<file path="src/rtl/if_fetch_ctrl_if.sv">
// Bundle between the IF fetch sequencer and the surrounding pipeline.
// The master side drives redirect/hazard/debug requests. The slave side (the sequencer) returns PC and IF/ID control.
interface if_fetch_ctrl_if #(
  parameter int PC_WIDTH = 8
);
  logic                PCSrc;
  logic [31:0]         EX_MEM_PC;
  logic                stall;
  logic                halt_req;
  logic                resume;
  logic [PC_WIDTH-1:0] pc;
  logic [PC_WIDTH-1:0] PC_4_out;
  logic                fetch_valid;
  logic                if_id_write;
  logic                if_id_flush;
  logic [2:0]          state;
  logic [15:0]         fetch_count;
  logic                misalign_err;

  modport master (
    output PCSrc, EX_MEM_PC, stall, halt_req, resume,
    input  pc, PC_4_out, fetch_valid, if_id_write, if_id_flush,
           state, fetch_count, misalign_err
  );

  modport slave (
    input  PCSrc, EX_MEM_PC, stall, halt_req, resume,
    output pc, PC_4_out, fetch_valid, if_id_write, if_id_flush,
           state, fetch_count, misalign_err
  );
endinterface

</file>
<file path="src/rtl/if_fetch_ctrl.sv">
// MIPS IF-stage sequencer: owns the PC and arbitrates redirect, halt, stall and sequential fetch.
// It also drives the IF/ID load/flush enables, a saturating fetch counter and a sticky misalignment flag.
module if_fetch_ctrl #(
  parameter int                    PC_WIDTH     = 8,
  parameter logic [PC_WIDTH-1:0]   RESET_PC     = '0,
  parameter int                    FLUSH_CYCLES = 1
) (
  input  logic            clock,
  input  logic            reset_n,
  if_fetch_ctrl_if.slave  bus
);

  typedef enum logic [2:0] {
    BOOT  = 3'd0,
    RUN   = 3'd1,
    STALL = 3'd2,
    FLUSH = 3'd3,
    HALT  = 3'd4
  } state_t;

  localparam logic [2:0] FLUSH_LOAD = 3'(FLUSH_CYCLES - 1);

  state_t              st, st_nxt;
  logic [PC_WIDTH-1:0] pc_q, pc_nxt, pc_4, target;
  logic [2:0]          cnt_q, cnt_nxt;
  logic [15:0]         fcnt_q;
  logic                mis_q, mis_set, wr;
  logic                unused_tgt_bits;

  // Bits above PC_WIDTH are dropped on purpose; the reduction just consumes them.
  assign unused_tgt_bits = ^bus.EX_MEM_PC;
  assign target  = {bus.EX_MEM_PC[PC_WIDTH-1:2], 2'b00};
  assign pc_4    = pc_q + PC_WIDTH'(4);
  assign wr      = (st == RUN) & ~bus.stall & ~bus.halt_req & ~bus.PCSrc;
  assign mis_set = bus.PCSrc & (st != BOOT) & (|bus.EX_MEM_PC[1:0]);

  always_comb begin
    st_nxt  = st;
    pc_nxt  = pc_q;
    cnt_nxt = cnt_q;
    case (st)
      BOOT: st_nxt = RUN;
      RUN, STALL: begin
        if (bus.PCSrc) begin
          pc_nxt  = target;
          cnt_nxt = FLUSH_LOAD;
          st_nxt  = FLUSH;
        end else if (bus.halt_req) begin
          st_nxt = HALT;
        end else if (bus.stall) begin
          st_nxt = STALL;
        end else begin
          st_nxt = RUN;
          if (st == RUN) pc_nxt = pc_4;
        end
      end
      FLUSH: begin
        if (bus.PCSrc) begin
          pc_nxt  = target;
          cnt_nxt = FLUSH_LOAD;
        end else if (cnt_q != 3'd0) begin
          cnt_nxt = cnt_q - 3'd1;
        end else begin
          st_nxt = RUN;
        end
      end
      HALT: begin
        // A redirect arriving while halted is captured so it is not lost on resume.
        if (bus.PCSrc)       pc_nxt = target;
        else if (bus.resume) st_nxt = RUN;
      end
      default: st_nxt = BOOT;
    endcase
  end

  always_ff @(posedge clock or negedge reset_n) begin
    if (!reset_n) begin
      st     <= BOOT;
      pc_q   <= RESET_PC;
      cnt_q  <= 3'd0;
      fcnt_q <= 16'd0;
      mis_q  <= 1'b0;
    end else begin
      st    <= st_nxt;
      pc_q  <= pc_nxt;
      cnt_q <= cnt_nxt;
      if (wr && fcnt_q != 16'hFFFF) fcnt_q <= fcnt_q + 16'd1;
      if (mis_set) mis_q <= 1'b1;
    end
  end

  assign bus.pc           = pc_q;
  assign bus.PC_4_out     = pc_4;
  assign bus.state        = st;
  assign bus.fetch_valid  = (st == RUN) | (st == STALL);
  assign bus.if_id_write  = wr;
  assign bus.if_id_flush  = (st == FLUSH) | (bus.PCSrc & (st != BOOT));
  assign bus.fetch_count  = fcnt_q;
  assign bus.misalign_err = mis_q;

endmodule

</file>
<file path="src/flat_wrapper.sv">
// flat-port wrapper written by rule: the top's interface ports become plain ports
module if_fetch_ctrl_flat 
#(
  parameter int                    PC_WIDTH     = 8,
  parameter logic [PC_WIDTH-1:0]   RESET_PC     = '0,
  parameter int                    FLUSH_CYCLES = 1
)
  (clock, reset_n, bus_PCSrc, bus_EX_MEM_PC, bus_stall, bus_halt_req, bus_resume, bus_pc, bus_PC_4_out, bus_fetch_valid, bus_if_id_write, bus_if_id_flush, bus_state, bus_fetch_count, bus_misalign_err);
  if_fetch_ctrl_if #(.PC_WIDTH(PC_WIDTH)) bus_i ();
  input  logic clock;
  input  logic reset_n;
  input wire logic [$bits(bus_i.PCSrc)-1:0] bus_PCSrc;
  input wire logic [$bits(bus_i.EX_MEM_PC)-1:0] bus_EX_MEM_PC;
  input wire logic [$bits(bus_i.stall)-1:0] bus_stall;
  input wire logic [$bits(bus_i.halt_req)-1:0] bus_halt_req;
  input wire logic [$bits(bus_i.resume)-1:0] bus_resume;
  output wire logic [$bits(bus_i.pc)-1:0] bus_pc;
  output wire logic [$bits(bus_i.PC_4_out)-1:0] bus_PC_4_out;
  output wire logic [$bits(bus_i.fetch_valid)-1:0] bus_fetch_valid;
  output wire logic [$bits(bus_i.if_id_write)-1:0] bus_if_id_write;
  output wire logic [$bits(bus_i.if_id_flush)-1:0] bus_if_id_flush;
  output wire logic [$bits(bus_i.state)-1:0] bus_state;
  output wire logic [$bits(bus_i.fetch_count)-1:0] bus_fetch_count;
  output wire logic [$bits(bus_i.misalign_err)-1:0] bus_misalign_err;
  assign bus_i.PCSrc = bus_PCSrc;
  assign bus_i.EX_MEM_PC = bus_EX_MEM_PC;
  assign bus_i.stall = bus_stall;
  assign bus_i.halt_req = bus_halt_req;
  assign bus_i.resume = bus_resume;
  assign bus_pc = bus_i.pc;
  assign bus_PC_4_out = bus_i.PC_4_out;
  assign bus_fetch_valid = bus_i.fetch_valid;
  assign bus_if_id_write = bus_i.if_id_write;
  assign bus_if_id_flush = bus_i.if_id_flush;
  assign bus_state = bus_i.state;
  assign bus_fetch_count = bus_i.fetch_count;
  assign bus_misalign_err = bus_i.misalign_err;
  if_fetch_ctrl #(.PC_WIDTH(PC_WIDTH), .RESET_PC(RESET_PC), .FLUSH_CYCLES(FLUSH_CYCLES)) u_core (.clock(clock), .reset_n(reset_n), .bus(bus_i));
endmodule
</file>
<file path="config.mk">
export PLATFORM = sky130hd
export DESIGN_NAME = if_fetch_ctrl_flat
export DESIGN_NICKNAME = d
export VERILOG_FILES = /design/src/rtl/if_fetch_ctrl_if.sv /design/src/rtl/if_fetch_ctrl.sv /design/src/flat_wrapper.sv
export SDC_FILE = /design/constraint.sdc
export NUM_CORES = 1
export LEC_CHECK = 0
export ABC_AREA = 1
export CAP_MARGIN = 20
export CORE_AREA = 3 3 92 94
export CTS_CLUSTER_SIZE = 40
export DETAILED_ROUTE_END_ITERATION = 12
export DIE_AREA = 0 0 95 97
export GPL_ROUTABILITY_DRIVEN = 0
export PLACE_DENSITY_LB_ADDON = 0.1
export SLEW_MARGIN = 20
export SYNTH_ARGS = -nofsm -noshare
export SYNTH_HDL_FRONTEND = slang
export SYNTH_SLANG_ARGS = --single-unit
</file>
<file path="constraint.sdc">
create_clock -name clock -period 2.1 [get_ports clock]
set_clock_uncertainty 0.15 [all_clocks]
set_input_delay 0.525 -clock clock [delete_from_list [all_inputs] [get_ports clock]]
set_output_delay 0.525 -clock clock [all_outputs]
set_load 0.005 [all_outputs]
</file>
# Word level (Yosys, flattened, before mapping)
# Cells that the tools add are included.
# word_totals
reg_bits	31
elab_cells	63
# classes
muxes	18
reduce_logical	12
n_bitwise	10
addsub	3
eq_ne	15
# ops
cell	count
2-to-1 mux 8 bit	5
2-to-1 mux 3 bit	9
adder 16 x 1 -> 16 bit, second input constant	1
inequality test 16 bit, second input constant	1
one-hot mux 8 bit (2 select lines)	1
one-hot mux 3 bit (4 select lines)	1
inequality test 2 bit, second input constant	5
adder 8 x 3 -> 8 bit, second input constant	1
equality test 3 x 2 -> 1 bit, second input constant	2
inequality test 3 x 2 -> 1 bit, second input constant	2
inequality test 3 bit, second input constant	2
one-hot mux 3 bit (2 select lines)	1
nonzero test 3 bit	2
OR reduction 2 bit	3
bitwise AND 1 bit	5
AND reduction 5 bit	1
AND reduction 4 bit	1
nonzero test 2 bit	2
equality test 3 x 1 -> 1 bit, second input constant	1
equality test 3 bit, second input constant	1
zero test 3 bit	1
NOT 1 bit	3
AND reduction 3 bit	1
subtractor 3 x 1 -> 3 bit, second input constant	1
other kinds (4)	5

# Logic depth before layout (Yosys ltp)
# Gate-level depths: netlist of run 1.
# logic_depth
word_depth	6
mapped_depth	9
depth_no_buf	9

# Worst setup path after synthesis of run 1
# No wires, ideal clock.
# synth_path
path_kind	register to register
start	reg u_core.fcnt_q[0] (netlist: u_core.bus.fetch_count[0])
end	reg u_core.fcnt_q[3] (netlist: u_core.bus.fetch_count[3])
n_path_buf	1
t_arrival_ns	1.377
path_stages_with_launch	10
required_ns	1.833
slack_ns	0.457
cell_sequence	dfrtp_1 -> ha_1 -> nand3_1 -> inv_2 -> nand3_4 -> nor2_2 -> nor2_4 -> buf_6 -> nand2_1 -> nand2_1
# synth_between
elab_chain_len	2
word_cells_on_any_way	3
classes_between	add/sub: 1; eq/ne: 1; reduce/logical: 1
# synth_lines
item	line	text
from (decl)	if_fetch_ctrl.sv:26	logic [15:0] fcnt_q;
from (signal assigned)	if_fetch_ctrl.sv:87	if (wr && fcnt_q != 16'hFFFF) fcnt_q <= fcnt_q + 16'd1;
branches (longest 2 deep; another with adder 16 x 1 -> 16 bit)	n/a	
# Several ways; the timed one is not identified.
# A chain may end at the register's enable or synchronous reset.

# Worst setup path after layout of run 1
# layout_path
start	reg u_core.pc_q[2] (netlist: u_core.bus.pc[2])
end	out bus_pc[2]
# layout_lines
item	line	text
from (decl)	if_fetch_ctrl.sv:24	logic [PC_WIDTH-1:0] pc_q, pc_nxt, pc_4, target;
from (signal assigned)	if_fetch_ctrl.sv:85	pc_q <= pc_nxt;
to (decl)	flat_wrapper.sv:17	output wire logic [$bits(bus_i.pc)-1:0] bus_pc;
# No word-level cell between the ends.

==> impl_metrics.tcl, run 1 <==
set metrics [dict create \
    drv_slew 0 \
    vdd_drop_max_mv 0.463 \
    final.period_utilization_pct 96.6 \
    grtUsageTotal_pct 12.3 \
    synth.most_common_cell "nand2_1" \
    via_count 1944 \
    cp-end-kind "primary output" \
    power.leakage_nw 1.39 \
    timing.critical_path.slowest_cell_delay_ns 0.44 \
    crit_type "reg -> out" \
    stdcell_area_sq_mm 0.00285 \
    synth.distinct_cells 24 \
    clkLatencyLatePin_ns 0.28 \
    dominantRegCellSynth "dfrtp_1" \
    cts_tree "built" \
    cp-start-kind "flop" \
    required_ns 1.42 \
    hold-worst-slack_ns 0.327 \
    dp_hpwl_mm 3.83 \
    postRouteAntennaNets 0 \
    synth_top_cells_by_area "dfrtp_1 (38%), nand2_1 (26%), nor2_1 (4.1%)" \
    io_pins 77 \
    layout-drive-gt1-share_pct 19.3 \
    finalCriticalPeriod_ns 2.03 \
    cp_max_fo 7 \
    final_hold_viol_count 0 \
    synth-async-reset-ratio_pct 100 \
    critPathTopFamily "buffers and inverters" \
    firstDrtPassIters 4 \
    rows 32 \
    min_path_type "reg -> reg" \
    place_ws_ns -0.468 \
    cts_sinks 29 \
    initial_core_util_pct 24.7 \
    clk_pin_slew_worst_paths_ns 0.07 \
    drt_iter0_drc 43 \
    max-cap-violations 0 \
    power_density_mw_per_mm2 983 \
    setup_viol 0 \
    worst_path_max_delay_cell "clkdlybuf4s50_1" \
    syn_inst 277 \
    drc 0 \
    grt_pass1_vias 1955 \
    cts_max_level 2 \
    grt_pass1_wl_mm 9.09 \
    synth_area_sq_mm 0.00191 \
    yosysTopAreaCell "dfrtp_1" \
    io_buffers 48 \
    die_area_sq_mm 0.00922 \
    power_mw 2.80 \
    clock.fmax_ghz 0.493 \
    setup_slack_ns 0.0713 \
    ys_seq_area_share_pct 38.1 \
    numCtsBuffers 5 \
    die_w_um 95 \
    status "finished clean" \
    synth-edff-count 0 \
    grt_max_degree 30 \
    synth-seq-cells 29 \
    nFillCells 837 \
    antenna_found_initial 0 \
    die_y_um 97 \
    post_drt_wl_per_cell_um 11.2 \
    area_growth_pct 49.6 \
    utilization_pct 36.9 \
    ys_warn_count 0 \
    worstPathArrival_ns 1.35 \
    wl_mm 5.17 \
    clk_path_buf_depth 2 \
    avgViaCountPerCell 4.23 \
    yosysTopAreaCellShare_pct 38.1 \
    cp.buffers_inverters 3 \
    core_area_sq_mm 0.00773 \
    syn_area_per_cell_sq_um 6.88 \
    crit_chain "buf_4 > buf_6 > clkdlybuf4s50_1" \
    overflow 0 \
    cts-root-buf "clkbuf_8" \
    holdBufCountCts 0 \
    antennaDiodeCount 0 \
    num-nets-final 400 \
    placed_area_sq_mm 0.00265 \
    synthTopCellsByCount "nand2_1 (131), dfrtp_1 (29), nor2_1 (21)" \
]
## through the flow
step	instances	TNS (ns)
after floorplan	280	0
after global placement	444	-1.34
after detailed placement	444	-1.57
after CTS	457	-0.115
after global routing	460	-0.00230
final	460	0
## placed cells by master (no fill, tap or decap), drive strengths merged, types with 10 or more instances in the layout
cell type | Yosys | layout
clkbuf | 0 | 10
nand3 | 16 | 16
inv | 27 | 27
clkdlybuf4s50 | 0 | 36
o21ai | 11 | 11
nor2 | 27 | 27
buf | 6 | 30
dfrtp | 29 | 29
nand2 | 132 | 132
## area by class of cell
cell class / instances / area, sq um / share of cell area [%]
multi-input cells: 218 / 1100 / 38.5
well taps: 102 / 128 / 4.47
clock buffers: 7 / 86.3 / 3.03
flip-flops and latches: 29 / 728 / 25.5
inverters: 27 / 101 / 3.55
repair buffers: 77 / 712 / 25.0
## registers in the layout, summed over array words and instances (netlist names)
name,flops
u_core.bus.fetch_count,16
u_core.bus.misalign_err,1
u_core.bus.pc,6
u_core.bus.state,3
u_core.cnt_q,3
## logic make-up (layout without fill, tap and decap cells)
family,Yosys count,in the layout,synth area share (%)
and+or+nand+nor,182,182,40.4
buffers and inverters,33,111,8.07
DFF,29,29,38.1
AOI/OAI and AO/OA,17,17,5.58
xor gates and xnor gates,11,11,5.05
adders and majority gates,4,4,2.62
other,1,4,0.197
## final timing paths
path	end	from	slack, ns	cells past startpoint
worst max-delay path	bus_pc[2]	u_core.bus.pc[2]	0.07	3
min in group asynchronous	u_core.bus.fetch_count[4]	reset_n	0.50	2
worst min-delay path	u_core.bus.misalign_err	u_core.bus.misalign_err	0.33	1
worst max register to register	u_core.bus.fetch_count[3]	u_core.bus.fetch_count[1]	0.34	7
worst min register to register	u_core.bus.misalign_err	u_core.bus.misalign_err	0.33	1
max in group asynchronous	u_core.bus.state[2]	reset_n	0.99	2
## power breakdown
part | internal, mW | switching (mW) | total [mW]
Sequential | 0.690 | 0.124 | 0.815
Combinational | 0.795 | 0.723 | 1.52
Clock | 0.260 | 0.212 | 0.472
Total | 1.74 | 1.06 | 2.80
## repair_timing
| action | CTS | global route |
|---|---|---|
| setup endpoints to repair | 8 | 6 |
| pin swaps | 6 | 7 |
| buffers inserted | 6 | 3 |
| gates resized for setup | 30 | 11 |
## routing by layer
layer  track usage [%]  vias to the layer above  part of all wire, %
met5                 0                        -                    0
met1              15.9                      881                   46
met3              3.42                        4                  4.7
li1                  -                     1014                    -
met2              20.2                       45                   48
met4              2.66                        0                 0.72
Power figures use the tool's default switching activity.
==> run 2: changes to the inputs <==
- CORE_AREA: 3 3 92 94 -> 3 3 71 73
- DIE_AREA: 0 0 95 97 -> 0 0 74 76
==> run 2 against run 1 <==
  * Total power down 4.9%
  * Die area down 39%
  * Sequential power increased by 1%
  * Cell area down 4.8%
  * Clock power shrank 4%
  * Sequential share of layout area grew 1.2 points
  * Final cell count decreased by 12%
  * Largest power group unchanged
==> impl_metrics.tcl, run 2 (synthesized netlist as in run 1, its figures left out) <==
set metrics [dict create \
    status "finished clean" \
    firstDrtPassIters 4 \
    grt_pass1_vias 1863 \
    rows 24 \
    initial_core_util_pct 43.2 \
    final.period_utilization_pct 97.0 \
    grtUsageTotal_pct 17.7 \
    io_buffers 48 \
    worstPathArrival_ns 1.36 \
    r2r-start "u_core.bus.fetch_count[1]" \
    clk_path_buf_depth 2 \
    wl_met2_mm 2.21 \
    via_count 1894 \
    vdd_drop_max_mv 0.659 \
    cp-start-kind "flop" \
    wl_mm 4.48 \
    cts_sinks 29 \
    cts_tree "built" \
    drc 0 \
    finalCriticalPeriod_ns 2.04 \
    min_to "u_core.bus.misalign_err" \
    largest_register_ffs 16 \
    final_hold_viol_count 0 \
    crit_type "reg -> out" \
    min_path_type "reg -> reg" \
    dp_hpwl_mm 3.34 \
    power.leakage_nw 1.36 \
    r2r-end "u_core.bus.fetch_count[13]" \
    wl_met1_mm 2.00 \
    r2r_cells 7 \
    postRouteAntennaNets 0 \
    die_area_sq_mm 0.00562 \
    core_area_sq_mm 0.00441 \
    drt_iter0_drc 98 \
    setup_viol 0 \
    overflow 0 \
    worstHoldPathCells 1 \
    final_cell_mix "nand2_1 (128), clkdlybuf4s50_1 (36), dfrtp_1 (28), buf_4 (22)" \
    antennaDiodeCount 0 \
    avgViaCountPerCell 4.67 \
    die_w_um 74 \
    wl_met3_um 219 \
    grt_pass1_wl_mm 8.05 \
    area_growth_pct 42.5 \
    grt_max_degree 30 \
    final_common_cell "nand2_1" \
    max-cap-violations 0 \
    die_y_um 76 \
    clk_pin_slew_worst_paths_ns 0.06 \
    io_pins 77 \
    utilization_pct 61.5 \
    numCtsBuffers 5 \
    post_drt_wl_per_cell_um 11.0 \
    cp_max_fo 7 \
    cts_max_level 2 \
    setup_tns_ns 0 \
    cts-root-buf "clkbuf_8" \
    antenna_found_initial 0 \
    num-nets-final 395 \
    clkLatencyLatePin_ns 0.28 \
    layout-drive-gt1-share_pct 18.1 \
    drv_slew 0 \
    reg2reg_slack_ns 0.35 \
    rsz0062_at_grt "false" \
    clock.fmax_ghz 0.491 \
    required_ns 1.42 \
    worstHoldStart "u_core.bus.misalign_err" \
    top_layer_used "met4" \
    power_density_mw_per_mm2 982 \
    cp-end-kind "primary output" \
]
[run 2: changes by cell type in the layout (fill, tap and decap cells not counted), moves of 2 or more]
| cell | change |
|---|---|
| buf_4 | -3 |
| clkinv_2 | +2 |
| dlygate4sd2_1 | +2 |
| nand2_1 | -2 |
| nand3_1 | +2 |
[run 2: what timing repair did]
action	in CTS	in global routing
hold endpoints to repair	0	0
hold buffers	0	0
pin swaps	5	3
gates resized for setup	28	12
buffers inserted	3	1
endpoints found under the setup margin	8	5
gates cloned	0	0
[run 2: layer usage]
| metal | vias up | GRT usage (%) |
|---|---|---|
| met5 | - | 0 |
| met4 | 0 | 3.80 |
| met3 | 5 | 5.28 |
| met2 | 44 | 30.3 |
| met1 | 837 | 21.5 |
| li1 | 1008 | - |
[run 2: worst max-delay path, stage by stage (launching register included)]
cell	delay, ns
dfrtp_1	0.39
buf_4	0.14
buf_6	0.12
clkdlybuf4s50_1	0.44
[run 2: layout make-up]
class,count,area (sq um)
multi-input cells,218,1090
clock inverters,2,10.0
repair buffers,72,647
inverters,27,101
flip-flops and latches,29,727
well taps,52,65.1
fillers,422,1700
clock buffers,6,72.6
[run 2: worst max-delay path by stage]
stage | start | end | slack, ns | cells past startpoint
detailed placement | bus_stall | bus_if_id_write | -0.42 | 5
floorplan | u_core.bus.fetch_count[0] | u_core.bus.fetch_count[3] | 0.46 | 9
global route | u_core.bus.pc[2] | bus_PC_4_out[7] | 0.004 | 7
global placement | bus_stall | bus_if_id_write | -0.42 | 5
CTS | u_core.bus.pc[2] | bus_PC_4_out[7] | -0.01 | 6
finish | u_core.bus.pc[2] | bus_pc[2] | 0.06 | 3
[run 2: power by group]
group	internal, mW	total (mW)	switching [mW]
Sequential	0.689	0.826	0.136
Combinational	0.708	1.39	0.681
Clock	0.229	0.453	0.224
Total	1.63	2.67	1.04
[run 2: stage by stage]
stage          instance area (sq um)  setup WS, ns  total power, mW  hold WS (ns)  std cells
3_3_place_gp                    2570        -0.418             2.16         0.314        394
5_1_grt                         2720       0.00417             2.90         0.352        406
2_1_floorplan                   1920         0.457             1.45        0.0794        280
4_1_cts                         2700       -0.0108             2.67         0.336        405
3_5_place_dp                    2570        -0.424             2.17         0.321        394
6_report                        2720        0.0632             2.67         0.328        406
